`src/rtl/wave_gen_multi_pkg.sv`:
```
// Shared types for the multi-mode waveform generator: waveform mode encoding.
package wave_gen_pkg;

  localparam int MODE_W = 2;

  typedef enum logic [MODE_W-1:0] {
    MODE_TRI    = 2'd0,
    MODE_SAW_UP = 2'd1,
    MODE_SAW_DN = 2'd2,
    MODE_SQUARE = 2'd3
  } mode_e;

endpackage

```
`src/rtl/wave_gen_multi_if.sv`:
```
// Control/sample bundle between a stimulus source (master) and the generator (slave).
interface wave_gen_multi_if
  import wave_gen_pkg::*;
#(
  parameter int WIDTH  = 8,
  parameter int STEP_W = 4
);

  logic              en;
  mode_e             mode;
  logic [STEP_W-1:0] step;
  logic [WIDTH-1:0]  peak;
  logic [WIDTH-1:0]  wave;
  logic              dir;
  logic              cycle_done;

  modport master (
    output en, mode, step, peak,
    input  wave, dir, cycle_done
  );

  modport slave (
    input  en, mode, step, peak,
    output wave, dir, cycle_done
  );

endinterface

```
`src/rtl/wave_cfg_shadow.sv`:
```
// Active configuration shadow: samples mode/step/peak during reset and at each
// enabled period boundary, so mid-period input changes cannot glitch the output.
module wave_cfg_shadow
  import wave_gen_pkg::*;
#(
  parameter int WIDTH  = 8,
  parameter int STEP_W = 4
) (
  input  logic              clk,
  input  logic              rst,
  input  logic              i_en,
  input  logic              i_done_nx,
  input  mode_e             i_mode,
  input  logic [STEP_W-1:0] i_step,
  input  logic [WIDTH-1:0]  i_peak,
  output mode_e             o_mode,
  output logic [STEP_W-1:0] o_step,
  output logic [WIDTH-1:0]  o_peak,
  output logic              o_reload
);

  mode_e             r_mode;
  logic [STEP_W-1:0] r_step;
  logic [WIDTH-1:0]  r_peak;
  logic              w_reload;

  // Reload on the same edge that produces the cycle_done pulse.
  assign w_reload = rst | (i_en & i_done_nx);

  always_ff @(posedge clk) begin
    if (w_reload) begin
      r_mode <= i_mode;
      r_step <= i_step;
      r_peak <= i_peak;
    end
  end

  assign o_mode   = r_mode;
  assign o_step   = r_step;
  assign o_peak   = r_peak;
  assign o_reload = w_reload;

endmodule

```
`src/rtl/wave_gen_multi.sv`:
```
// Multi-mode periodic waveform generator: triangle, rising/falling sawtooth and
// square output with registered sample, phase flag and period-start pulse.
module wave_gen_multi
  import wave_gen_pkg::*;
#(
  parameter int WIDTH  = 8,
  parameter int STEP_W = 4
) (
  input  logic             clk,
  input  logic             rst,
  wave_gen_multi_if.slave  bus
);

  localparam int XW = WIDTH + 1;

  mode_e             w_mode;
  logic [STEP_W-1:0] w_step;
  logic [WIDTH-1:0]  w_peak;
  logic              w_reload;

  logic [WIDTH-1:0]  r_wave;
  logic              r_dir;
  logic              r_done;
  logic [STEP_W-1:0] r_cnt;
  logic              r_lvl;

  logic [WIDTH-1:0]  w_wave_nx;
  logic              w_dir_nx;
  logic              w_done_nx;
  logic [STEP_W-1:0] w_cnt_nx;
  logic              w_lvl_nx;

  logic [XW-1:0]     w_sum;
  logic [XW-1:0]     w_wave_x;
  logic [XW-1:0]     w_step_x;
  logic [XW-1:0]     w_peak_x;
  logic [WIDTH-1:0]  w_diff;

  wave_cfg_shadow #(
    .WIDTH  (WIDTH),
    .STEP_W (STEP_W)
  ) u_shadow (
    .clk       (clk),
    .rst       (rst),
    .i_en      (bus.en),
    .i_done_nx (w_done_nx),
    .i_mode    (bus.mode),
    .i_step    (bus.step),
    .i_peak    (bus.peak),
    .o_mode    (w_mode),
    .o_step    (w_step),
    .o_peak    (w_peak),
    .o_reload  (w_reload)
  );

  // One extra bit of headroom so wave+step never wraps before the peak compare.
  assign w_wave_x = {1'b0, r_wave};
  assign w_step_x = XW'(w_step);
  assign w_peak_x = {1'b0, w_peak};
  assign w_sum    = w_wave_x + w_step_x;
  assign w_diff   = r_wave - WIDTH'(w_step);

  always_comb begin
    w_wave_nx = r_wave;
    w_dir_nx  = r_dir;
    w_done_nx = 1'b0;
    w_cnt_nx  = r_cnt;
    w_lvl_nx  = r_lvl;
    case (w_mode)
      MODE_TRI: begin
        if (r_dir) begin
          if (w_sum >= w_peak_x) begin
            w_wave_nx = w_peak;
            w_dir_nx  = 1'b0;
          end else begin
            w_wave_nx = w_sum[WIDTH-1:0];
          end
        end else begin
          if (w_wave_x <= w_step_x) begin
            w_wave_nx = '0;
            w_dir_nx  = 1'b1;
            w_done_nx = 1'b1;
          end else begin
            w_wave_nx = w_diff;
          end
        end
      end
      MODE_SAW_UP: begin
        w_dir_nx = 1'b1;
        if (r_wave >= w_peak) begin
          w_wave_nx = '0;
          w_done_nx = 1'b1;
        end else if (w_sum >= w_peak_x) begin
          w_wave_nx = w_peak;
        end else begin
          w_wave_nx = w_sum[WIDTH-1:0];
        end
      end
      MODE_SAW_DN: begin
        w_dir_nx = 1'b0;
        if (r_wave == '0) begin
          w_wave_nx = w_peak;
          w_done_nx = 1'b1;
        end else if (w_wave_x <= w_step_x) begin
          w_wave_nx = '0;
        end else begin
          w_wave_nx = w_diff;
        end
      end
      MODE_SQUARE: begin
        if (r_cnt == w_step) begin
          w_cnt_nx  = '0;
          w_lvl_nx  = ~r_lvl;
          w_wave_nx = r_lvl ? '0 : w_peak;
          w_done_nx = r_lvl;
          w_dir_nx  = ~r_lvl;
        end else begin
          w_cnt_nx  = r_cnt + STEP_W'(1);
          w_wave_nx = r_lvl ? w_peak : '0;
          w_dir_nx  = r_lvl;
        end
      end
      default: begin
        w_wave_nx = r_wave;
      end
    endcase
  end

  // On a reload edge the phase state restarts; the sample itself still comes
  // from the outgoing config so the boundary value is produced cleanly.
  always_ff @(posedge clk) begin
    if (rst) begin
      r_wave <= '0;
      r_dir  <= 1'b1;
      r_done <= 1'b0;
      r_cnt  <= '0;
      r_lvl  <= 1'b0;
    end else if (bus.en) begin
      r_wave <= w_wave_nx;
      r_done <= w_done_nx;
      if (w_reload) begin
        r_dir <= 1'b1;
        r_cnt <= '0;
        r_lvl <= 1'b0;
      end else begin
        r_dir <= w_dir_nx;
        r_cnt <= w_cnt_nx;
        r_lvl <= w_lvl_nx;
      end
    end else begin
      r_done <= 1'b0;
    end
  end

  assign bus.wave       = r_wave;
  assign bus.dir        = r_dir;
  assign bus.cycle_done = r_done;

endmodule
```
`src/flat_wrapper.sv`:
```
// flat-port wrapper written by rule: the top's interface ports become plain ports
module wave_gen_multi_flat import wave_gen_pkg::*;
#(
  parameter int WIDTH  = 8,
  parameter int STEP_W = 4
)
  (clk, rst, bus_en, bus_mode, bus_step, bus_peak, bus_wave, bus_dir, bus_cycle_done);
  wave_gen_multi_if #(.WIDTH(WIDTH), .STEP_W(STEP_W)) bus_i ();
  input  logic clk;
  input  logic rst;
  input wire logic [$bits(bus_i.en)-1:0] bus_en;
  input wire logic [$bits(bus_i.mode)-1:0] bus_mode;
  input wire logic [$bits(bus_i.step)-1:0] bus_step;
  input wire logic [$bits(bus_i.peak)-1:0] bus_peak;
  output wire logic [$bits(bus_i.wave)-1:0] bus_wave;
  output wire logic [$bits(bus_i.dir)-1:0] bus_dir;
  output wire logic [$bits(bus_i.cycle_done)-1:0] bus_cycle_done;
  assign bus_i.en = bus_en;
  assign bus_i.mode = bus_mode;
  assign bus_i.step = bus_step;
  assign bus_i.peak = bus_peak;
  assign bus_wave = bus_i.wave;
  assign bus_dir = bus_i.dir;
  assign bus_cycle_done = bus_i.cycle_done;
  wave_gen_multi #(.WIDTH(WIDTH), .STEP_W(STEP_W)) u_core (.clk(clk), .rst(rst), .bus(bus_i));
endmodule
```
`config.mk`:
```
export PLATFORM = sky130hd
export DESIGN_NAME = wave_gen_multi_flat
export DESIGN_NICKNAME = d
export VERILOG_FILES = /design/src/rtl/wave_gen_multi_pkg.sv /design/src/rtl/wave_gen_multi_if.sv /design/src/rtl/wave_cfg_shadow.sv /design/src/rtl/wave_gen_multi.sv /design/src/flat_wrapper.sv
export SDC_FILE = /design/constraint.sdc
export NUM_CORES = 1
export LEC_CHECK = 0
export CORE_MARGIN = 4
export CORE_UTILIZATION = 30
export CTS_CLUSTER_DIAMETER = 200
export DETAILED_ROUTE_END_ITERATION = 6
export GPL_TIMING_DRIVEN = 0
export PLACE_DENSITY = 0.56
export SYNTH_ARGS = -nofsm -noshare
export SYNTH_HDL_FRONTEND = slang
export SYNTH_SLANG_ARGS = --single-unit
```
`constraint.sdc`:
```
create_clock -name clk -period 3.7 [get_ports clk]
set_input_delay 1.11 -clock clk [delete_from_list [all_inputs] [get_ports clk]]
set_output_delay 1.11 -clock clk [all_outputs]
set_load 0.02 [all_outputs]
```
==> metrics.yaml, run 1 <==
synth_largest_area_cell: "sky130_fd_sc_hd__edfxtp_1"
cts_sinks: 29
placed_instances: 391
vias_per_cell: 5.44
p_leak_nw: 1.21
drive_above_1_share: 0.144
final-instance-count-excl-fill: 401
post_synth_num_cell_types: 58
flip_flop_cell_with_the_highest_count_after_synthesis: "sky130_fd_sc_hd__dfxtp_1"
groute.usage.overall: 0.144
cp_slowest_stage_delay_ns: 0.40
gp_routability_congestion: 0.883
design.die.area_sq_mm: 0.00957
power_per_cell_area_mw_per_mm2: 419
tritoncts: "built"
p_r_area_growth_vs_syn_pct: 23.9
finalClockSkew_ns: 0.00450
wire_length_of_the_first_global_routing_pass_mm: 11.0
slew-limit-headroom: 0.545
power.switching_w: 0.000503
htreeDepth: 2
worstPathRequired_ns: 3.86
initial_cell_density_of_the_core: 0.312
synth_enable_flop_cells: 14
setup_repair_after_global_routing_missed_its_margin: "false"
timing.hold.worst.class: "flip-flop to flip-flop"
power_w: 0.00126
vias: 2181
worstMarginPinSlew_ns: 0.683
seq_power_share: 0.333
fin_worst_hold_slack_ns: 0.500
post-synth-top-area-fraction: 0.174
n_fill_cell: 790
yosysSeqAreaShare: 0.298
max_cap_violations: 0
crit_path_end_kind: "flip-flop"
port_buffer_count: 26
global_route.overflow_total: 0
postPlaceCellArea_sq_mm: 0.00281
wl_per_cell_microns: 16.9
min_period_ns: 3.50
synthesized_area_per_cell_sq_um: 9.20
clkPwrFrac: 0.207
synth.most_common_cell: "sky130_fd_sc_hd__ha_1"
io_pins: 27
core_area_sq_mm: 0.00777
synth_warnings: 0
max_slew_violation_total_from_the_final_report: 0
path_clk_slew_ns: 0.06
vdd_drop_max_mv: 0.193
clk-insertion-delay-late_ns: 0.29
post_synth_most_frequent_cells: "26 x sky130_fd_sc_hd__ha_1, 19 x sky130_fd_sc_hd__inv_1, 18 x sky130_fd_sc_hd__nor2_1"
antenna-diode-count: 0
synth-seq-cells: 29
pwr-share-comb: 0.460
grt_antenna_before_repair: 0
critPathSlowestCell: "sky130_fd_sc_hd__edfxtp_1"
clock_tree.root_cell: "sky130_fd_sc_hd__clkbuf_8"
ant_nets: 0
cts_inserted_buffers: 5
timing.fmax_mhz: 285
timing.final.setup_violations: 0
clockBufferDepth: 2
drt_iter0_markers: 143
detail_route.first_pass.iterations: 5
grt_pass1_vias: 2185
run_status: "completed"
p_int_w: 0.000753
sw_frac_of_total: 0.401
path_class: "flip-flop to flip-flop"
synthesis.instances: 263
fin_crit_sh: 0.947
postCtsHoldBufs: 0
grt_max_degree: 19
die_h_microns: 97.8
fp.dieW_microns: 97.8
netlist_area_sq_mm: 0.00242
worstPathCellList: "inv_1, ha_1, clkbuf_4, or3b_1, and3_4, o311ai_4, nand2_2, ha_4, and3_2, o2111ai_2, o21ai_4, nor3_1, a2111oi_1, a31oi_1"
postSynth.asyncResetShare: 0
detail_route.drc_violations: 0
worstPathArrival_ns: 3.66
report.final.hold_viol_count: 0
worstHoldStart: "u_core.r_lvl$_SDFFE_PP0P_"
worstReg2RegStart: "u_core.u_shadow.o_step[2]$_DFFE_PN_"
dp_hpwl_mm: 5.10
yosys-top-cells-area: "sky130_fd_sc_hd__edfxtp_1 17%, sky130_fd_sc_hd__ha_1 13%, sky130_fd_sc_hd__dfxtp_1 12%, sky130_fd_sc_hd__xor2_1 4.0%, sky130_fd_sc_hd__a211oi_1 3.4%"
post-route-cell-area_sq_mm: 0.00300
startpoint_type: "flip-flop"
nNetsFinal: 343
syn_nets: 308
cp_max_fo: 10
floorplan.rows: 32
wl_mm: 6.79
critPathLaunch: "u_core.u_shadow.o_step[2]$_DFFE_PN_"
## area by class of cell
type / instances / area [sq um] / share of cell area
repair buffers: 28 / 275 / 0.0918
clock buffers: 6 / 72.6 / 0.0242
inverters: 19 / 71.3 / 0.0238
multi-input cells: 203 / 1660 / 0.554
well taps: 102 / 128 / 0.0426
flip-flops and latches: 29 / 723 / 0.241
clock inverters: 2 / 10.0 / 0.00334
plain buffers: 12 / 57.6 / 0.0192
## worst paths after layout
check	end	slack, ns	cells after the start
worst max register to register	u_core.bus.dir$_SDFFE_PP1P_	0.20	14
worst max-delay path	u_core.bus.dir$_SDFFE_PP1P_	0.20	14
worst min register to register	u_core.r_lvl$_SDFFE_PP0P_	0.50	2
worst min-delay path	u_core.r_lvl$_SDFFE_PP0P_	0.50	2
## power groups by stage
stage,Sequential (W),Clock [W],Combinational (W)
2_1_floorplan,0.000429,0,0.000360
3_3_place_gp,0.000426,0,0.000514
3_5_place_dp,0.000426,0,0.000523
4_1_cts,0.000418,0.000270,0.000551
5_1_grt,0.000425,0.000283,0.000633
6_report,0.000419,0.000259,0.000578
## logic make-up after synthesis
family	share of synthesized area
adders and majority gates	0.151
muxes	0.00879
AOI/OAI and AO/OA	0.261
DFF	0.298
buffers and inverters	0.0522
xor gates and xnor gates	0.0507
and+or+nand+nor	0.178
## critical path: cells and delay by family (launching register included)
family                   cells  cell delay (ns)
AND/OR/NAND/NOR              5             1.02
AO/OA/AOI/OAI                5             1.17
buffers and inverters        2             0.25
flip-flops                   1             0.40
adder cells (fa/ha/maj)      2             0.52
## registers in the layout, indices dropped and copies added, names as in the netlist
name                    flops
u_core.u_shadow.o_step      4
u_core.bus.cycle_done       1
u_core.r_cnt                4
u_core.bus.wave             8
u_core.bus.dir              1
u_core.r_lvl                1
u_core.u_shadow.o_peak      8
u_core.u_shadow.o_mode      2
## metal layers
layer  GRT usage  wire length (microns)
met1       0.199                   3210
met3      0.0307                    401
met4      0.0522                    159
met5           0                      0
met2       0.221                   3020
## what timing repair did
| action | 4_1_cts | 5_1_grt |
|---|---|---|
| buffers inserted | 2 | 0 |
| pin swaps | 0 | 11 |
| resized for setup | 8 | 12 |
| endpoints found under the setup margin | 9 | 9 |
## cells in the final DEF, fill, tap and decap left out, drive strengths merged, types with 14 or more instances in the layout
cell	Yosys	layout
inv	19	19
o21ai	15	15
clkdlybuf4s50	0	26
dfxtp	15	15
nor2	18	18
ha	26	26
edfxtp	14	14
a21oi	17	17
## stage by stage
stage | utilization | setup WS [ns] | setup TNS (ns)
after CTS | 0.379 | 0.0311 | 0
final | 0.386 | 0.196 | 0
after global placement | 0.361 | -0.131 | -0.717
after global routing | 0.386 | 0.00301 | 0
after detailed placement | 0.361 | -0.169 | -1.05
after floorplan | - | 0.281 | 0
Note: power is estimated with default switching activity, not from simulation.
==> run 2, diff against run 1 <==
GPL_ROUTABILITY_DRIVEN = 0   (was default)
MAX_ROUTING_LAYER = met4   (was default)
==> run 2 against run 1 <==
Compared with the run above:
- setup slack lost 0.00092 ns
- combinational power barely moved
- non-clock buffer count stayed put
- count of clock-buffer cells in the layout unchanged
- critical path depth unchanged
- routed wire length decreased by 0.54%
- register-to-register slack is essentially flat
- critical endpoint is now u_core.bus.wave[3]$_SDFFE_PP0P_
- largest cell class unchanged
==> metrics.yaml, run 2 (synthesized netlist as in run 1, its figures left out) <==
core_area_sq_mm: 0.00777  # unchanged
detail_route.first_pass.iterations: 4  # -1
startpoint_type: "flip-flop"
antenna-diode-count: 0  # unchanged
path_clk_slew_ns: 0.06  # about the same
timing.fmax_mhz: 285  # about the same
critical_path_buf_inv_count: 2  # unchanged
vdd_drop_max_mv: 0.193  # -0.26%
met3_wirelength_microns: 388  # -3.2%
dp_hpwl_mm: 5.10  # unchanged
tritoncts: "built"
final-instance-count-excl-fill: 401  # unchanged
max_slew_violation_total_from_the_final_report: 0  # unchanged
final_core_utilization: 0.386  # unchanged
routed_met1_length_mm: 3.21  # -0.16%
min_period_ns: 3.50  # +0.000923 ns
port_buffer_count: 26  # unchanged
wl_per_cell_microns: 16.8  # -0.54%
finalClockSkew_ns: 0.00740  # +0.00290 ns
worstPathArrival_ns: 3.64  # -0.02 ns
setup.reg_to_reg.worst_slack_ns: 0.20  # about the same
clk-insertion-delay-late_ns: 0.29  # about the same
critPathSlowestCell: "sky130_fd_sc_hd__edfxtp_1"
worstHoldStart: "u_core.r_lvl$_SDFFE_PP0P_"
clock_tree.root_cell: "sky130_fd_sc_hd__clkbuf_8"
slew-limit-headroom: 0.542  # -0.00282
die_h_microns: 97.8  # unchanged
timing.hold.worst.class: "flip-flop to flip-flop"
placed_instances: 391  # unchanged
p_r_area_growth_vs_syn_pct: 23.9  # unchanged
vias: 2164  # -0.78%
worstReg2RegStart: "u_core.u_shadow.o_step[2]$_DFFE_PN_"
wire_length_of_the_first_global_routing_pass_mm: 11.0  # about the same
detail_route.drc_violations: 0  # unchanged
power_w: 0.00126  # about the same
postPlaceCellArea_sq_mm: 0.00281  # unchanged
run_status: "completed"
multi_input_comb_area_sq_mm: 0.00166  # unchanged
crit_path_end_kind: "flip-flop"
path_class: "flip-flop to flip-flop"
fin_worst_hold_slack_ns: 0.501  # +0.0000810 ns
floorplan.rows: 32  # unchanged
io_pins: 27  # unchanged
htreeDepth: 2  # unchanged
critical_path.top_delay_family: "compound AO/OA/AOI/OAI gates"
worstPathCellList: "inv_1, ha_1, clkbuf_4, or3b_1, and3_4, o311ai_4, nand2_2, ha_4, and3_2, a221oi_4, o21a_4, nand2_1, o211ai_1, a211oi_1"
grt_pass1_vias: 2184  # -0.046%
cp_slowest_stage_delay_ns: 0.40  # about the same
detailroute.wirelength.met2_mm: 2.98  # -1.3%
cts_sinks: 29  # unchanged
clockBufferDepth: 2  # unchanged
design.die.area_sq_mm: 0.00957  # unchanged
wl_mm: 6.75  # -0.54%
p_leak_nw: 1.21  # unchanged
hold-path-endpoint: "u_core.r_lvl$_SDFFE_PP0P_"
drt_iter0_markers: 118  # -17%
worstPathRequired_ns: 3.83  # -0.03 ns
timing.final.setup_violations: 0  # unchanged
timing.hold.worst_path_depth: 2  # unchanged
fin_crit_sh: 0.947  # about the same
grt_antenna_before_repair: 0  # unchanged
grt_max_degree: 19  # unchanged
groute.usage.overall: 0.148  # +0.00445
maxUsedRoutingLayer: "met4"
power_per_cell_area_mw_per_mm2: 419  # about the same
report.final.hold_viol_count: 0  # unchanged
area.sequential_sq_um: 723  # unchanged
layout_common_cells: "26 x sky130_fd_sc_hd__clkdlybuf4s50_1, 25 x sky130_fd_sc_hd__ha_1, 19 x sky130_fd_sc_hd__inv_1"
post-route-cell-area_sq_mm: 0.00300  # unchanged
ant_nets: 0  # unchanged
cp_max_fo: 10  # unchanged
postCtsHoldBufs: 0  # unchanged
mostFrequentLayoutCell: "sky130_fd_sc_hd__clkdlybuf4s50_1"
global_route.overflow_total: 0  # unchanged
nNetsFinal: 343  # unchanged
initial_cell_density_of_the_core: 0.312  # unchanged
n_fill_cell: 790  # unchanged
critical_path.reg2reg.endpoint: "u_core.bus.wave[3]$_SDFFE_PP0P_"
fp.dieW_microns: 97.8  # unchanged
setup_repair_after_global_routing_missed_its_margin: "false"
cts_inserted_buffers: 5  # unchanged
vias_per_cell: 5.40  # -0.78%
drive_above_1_share: 0.144  # unchanged
worstMarginPinSlew_ns: 0.687  # +0.00424 ns
rr_worst_depth: 14  # unchanged
max_cap_violations: 0  # unchanged
-- run 2: cell counts in the layout (fill, tap and decap cells not counted) --
Identical to the previous run, type by type.
-- run 2: layout make-up --
class / instances / share of cell area
Buffer: 12 / 0.0192
Inverter: 19 / 0.0238
Sequential cell: 29 / 0.241
Timing Repair Buffer: 28 / 0.0918
Clock inverter: 2 / 0.00334
Tap cell: 102 / 0.0426
Multi-Input combinational cell: 203 / 0.554
Clock buffer: 6 / 0.0242
-- run 2: power breakdown --
group          total [W]  internal [W]  switching, W
combinational   0.000578      0.000245      0.000332
sequential      0.000418      0.000377     0.0000411
clock           0.000260      0.000130      0.000130
-- run 2: worst max path at each step --
stage,start,end,slack (ns),cells after the start
after floorplan,u_core.bus.wave[2]$_SDFFE_PP0P_,u_core.bus.wave[2]$_SDFFE_PP0P_,0.28,13
after global placement,u_core.bus.wave[2]$_SDFFE_PP0P_,u_core.bus.wave[7]$_SDFFE_PP0P_,-0.13,13
after detailed placement,u_core.u_shadow.o_step[1]$_DFFE_PN_,u_core.bus.dir$_SDFFE_PP1P_,-0.17,13
after CTS,u_core.u_shadow.o_step[2]$_DFFE_PN_,u_core.bus.wave[3]$_SDFFE_PP0P_,0.03,14
after global routing,u_core.u_shadow.o_step[2]$_DFFE_PN_,u_core.bus.wave[3]$_SDFFE_PP0P_,0.003,14
final,u_core.u_shadow.o_step[2]$_DFFE_PN_,u_core.bus.wave[3]$_SDFFE_PP0P_,0.20,14
-- run 2: per-stage QoR --
stage                     setup slack [ns]  setup TNS, ns
after CTS                           0.0311              0
after global routing               0.00301              0
after global placement              -0.131         -0.717
after detailed placement            -0.169          -1.05
final                                0.195              0
after floorplan                      0.281              0
-- run 2: repair_timing --
action                                  4_1_cts  5_1_grt
cloned                                        0        0
pin swaps                                     0       11
setup buffers                                 2        0
gates resized for setup                       8       12
endpoints found under the setup margin        9        9
hold endpoints to repair                      0        0
-- run 2: routing by layer --
metal / vias up / track usage
li1: 1067 / -
met1: 1014 / 0.199
met2: 66 / 0.221
met3: 17 / 0.0307
met4: 0 / 0.0522
met5: - / -
-- run 2: worst min-delay path: cells and delay by family (launching register included) --
kind,cells,cell delay (ns)
DFF,1,0.33
and+or+nand+nor,1,0.07
AOI/OAI and AO/OA,1,0.05
==> run 3, diff against run 2 <==
SETUP_SLACK_MARGIN = 0.15   (was default)
==> run 3 against run 2 <==
Compared with the run above:
- count of clock-buffer cells in the layout is the same
- global-route usage shrank 0.061 points
- sequential share of layout area shrank 0.67 points
- maximum frequency grew 2.2%
- worst hold slack is essentially flat
- final cell count grew 1.0%
- combinational power grew 6.4%
- setup slack gained 0.076 ns
- flip-flop and latch count is the same
- core utilization grew 1.2 points
- clock skew is essentially flat
- critical path type unchanged
- largest cell class unchanged
==> metrics.yaml, run 3 (synthesized netlist as in run 1, its figures left out) <==
wire_length_of_the_first_global_routing_pass_mm: 11.0  # -0.50%
htreeDepth: 2  # unchanged
worstMarginPinSlew_ns: 0.715  # +0.0280 ns
path_class: "flip-flop to flip-flop"
io_pins: 27  # unchanged
final_core_utilization: 0.398  # +0.0118
dp_hpwl_mm: 5.10  # unchanged
timing.critical_path.depth: 13  # -1
wl_mm: 6.94  # +2.8%
grt_pass1_vias: 2180  # -0.18%
clk-insertion-delay-late_ns: 0.29  # about the same
setup.reg_to_reg.worst_slack_ns: 0.27  # +0.08 ns
vias_per_cell: 5.50  # +2.0%
groute.usage.overall: 0.148  # -0.000614
design.die.area_sq_mm: 0.00957  # unchanged
min_period_ns: 3.43  # -0.0763 ns
met3_wirelength_microns: 501  # +29%
finalClockSkew_ns: 0.00725  # -0.000150 ns
vias: 2229  # +3.0%
critical_path_buf_inv_count: 1  # -1
global_route.overflow_total: 0  # unchanged
setup_repair_after_global_routing_missed_its_margin: "false"
clockBufferDepth: 2  # unchanged
tritoncts: "built"
detail_route.first_pass.iterations: 5  # +1
vdd_drop_max_mv: 0.195  # +1.3%
cp_slowest_stage_delay_ns: 0.43  # +0.03 ns
slew-limit-headroom: 0.523  # -0.0187
rr_worst_depth: 13  # -1
max_slew_violation_total_from_the_final_report: 0  # unchanged
report.final.hold_viol_count: 0  # unchanged
detailroute.wirelength.met2_mm: 3.11  # +4.6%
routed_met1_length_mm: 3.14  # -2.1%
grt_antenna_before_repair: 0  # unchanged
final-instance-count-excl-fill: 405  # +1.0%
final.setup.tns_ns: 0  # unchanged
critPathLaunch: "u_core.u_shadow.o_step[1]$_DFFE_PN_"
initial_cell_density_of_the_core: 0.312  # unchanged
detail_route.drc_violations: 0  # unchanged
path_common_cell: "sky130_fd_sc_hd__and3_4"
path_clk_slew_ns: 0.07  # about the same
nNetsFinal: 347  # +1.2%
clock_tree.root_cell: "sky130_fd_sc_hd__clkbuf_8"
critical_path.top_delay_family: "compound AO/OA/AOI/OAI gates"
p_leak_nw: 1.24  # +1.7%
worstPathArrival_ns: 3.62  # -0.02 ns
ant_nets: 0  # unchanged
critPathSlowestCell: "sky130_fd_sc_hd__edfxtp_1"
worst_setup_path_endpoint: "u_core.bus.wave[0]$_SDFFE_PP0P_"
max_cap_violations: 0  # unchanged
run_status: "completed"
cts_sinks: 29  # unchanged
drt_iter0_markers: 103  # -13%
cp_max_fo: 7  # -3
postCtsHoldBufs: 0  # unchanged
wl_per_cell_microns: 17.1  # +1.8%
core_area_sq_mm: 0.00777  # unchanged
critical_path.reg2reg.endpoint: "u_core.bus.wave[0]$_SDFFE_PP0P_"
cts_inserted_buffers: 5  # unchanged
port_buffer_count: 26  # unchanged
timing.hold.worst.class: "flip-flop to flip-flop"
drive_above_1_share: 0.185  # +0.0410
fp.dieW_microns: 97.8  # unchanged
startpoint_type: "flip-flop"
p_r_area_growth_vs_syn_pct: 27.7
worstReg2RegStart: "u_core.u_shadow.o_step[1]$_DFFE_PN_"
postPlaceCellArea_sq_mm: 0.00281  # unchanged
timing.fmax_mhz: 292  # +2.2%
worstPathCellList: "inv_2, ha_1, or3b_4, and3_4, o311ai_4, nand2_2, ha_4, and3_4, o2111ai_4, o21a_4, a21boi_0, o21ai_0, a221oi_1"
post-route-cell-area_sq_mm: 0.00309  # +3.0%
power_per_cell_area_mw_per_mm2: 419  # +0.13%
worstPathRequired_ns: 3.89  # +0.06 ns
maxUsedRoutingLayer: "met4"
antenna-diode-count: 0  # unchanged
timing.final.setup_violations: 0  # unchanged
fin_crit_sh: 0.927  # -0.0206
layout_common_cells: "26 x sky130_fd_sc_hd__clkdlybuf4s50_1, 24 x sky130_fd_sc_hd__ha_1, 18 x sky130_fd_sc_hd__nor2_1"
die_h_microns: 97.8  # unchanged
crit_path_end_kind: "flip-flop"
placed_instances: 391  # unchanged
mostFrequentLayoutCell: "sky130_fd_sc_hd__clkdlybuf4s50_1"
grt_max_degree: 19  # unchanged
floorplan.rows: 32  # unchanged
==> run 3: cell count changes in the layout (fill, tap and decap cells not counted), moves of 2 or more <==
cell / change
sky130_fd_sc_hd__o21ai_0: -2
sky130_fd_sc_hd__inv_2: +2
sky130_fd_sc_hd__buf_4: +4
sky130_fd_sc_hd__o21ai_1: +2
sky130_fd_sc_hd__inv_1: -2
==> run 3: timing repair <==
item | 4_1_cts | 5_1_grt
pin swaps | 3 | 14
buffers inserted | 2 | 4
resized for setup | 7 | 28
setup endpoints to repair | 9 | 9
==> run 3: report_power, final <==
part	switching [W]	internal (W)	total (W)
Sequential	0.0000422	0.000378	0.000420
Clock	0.000130	0.000130	0.000261
Combinational	0.000348	0.000267	0.000615
==> run 3: worst min path at each step <==
stage,start,to,depth (start not counted)
floorplan,u_core.r_lvl$_SDFFE_PP0P_,u_core.r_lvl$_SDFFE_PP0P_,2
global placement,u_core.r_lvl$_SDFFE_PP0P_,u_core.r_lvl$_SDFFE_PP0P_,2
detailed placement,u_core.r_lvl$_SDFFE_PP0P_,u_core.r_lvl$_SDFFE_PP0P_,2
CTS,u_core.r_lvl$_SDFFE_PP0P_,u_core.r_lvl$_SDFFE_PP0P_,2
global route,u_core.r_lvl$_SDFFE_PP0P_,u_core.r_lvl$_SDFFE_PP0P_,2
finish,u_core.r_lvl$_SDFFE_PP0P_,u_core.r_lvl$_SDFFE_PP0P_,2
==> run 3: layout make-up <==
type / instances / area, sq um
clock inverter: 2 / 10.0
inverter: 19 / 71.3
sequential: 29 / 724
clock buffer: 6 / 72.6
timing repair buffer: 32 / 305
fill: 786 / 4680
tap: 102 / 128
multi-input combinational: 203 / 1720
buffer: 12 / 61.3
==> run 3: tightest hold or removal path: stages, from the launching register on <==
cell                       delay, ns
sky130_fd_sc_hd__dfxtp_1        0.33
sky130_fd_sc_hd__nand2b_1       0.07
sky130_fd_sc_hd__a21oi_1        0.05
==> run 3: metrics by stage <==
step / setup WS (ns) / hold WS, ns / total power, W
finish: 0.271 / 0.501 / 0.00130
global route: 0.105 / 0.534 / 0.00138
CTS: 0.152 / 0.504 / 0.00123
detailed placement: -0.169 / 0.493 / 0.000950
global placement: -0.131 / 0.488 / 0.000941
floorplan: 0.281 / 0.475 / 0.000789
==> run 3: metal layers <==
metal / global-route usage / up-vias
li1: - / 1075
met2: 0.221 / 88
met3: 0.0307 / 18
met5: - / -
met4: 0.0522 / 0
met1: 0.197 / 1048
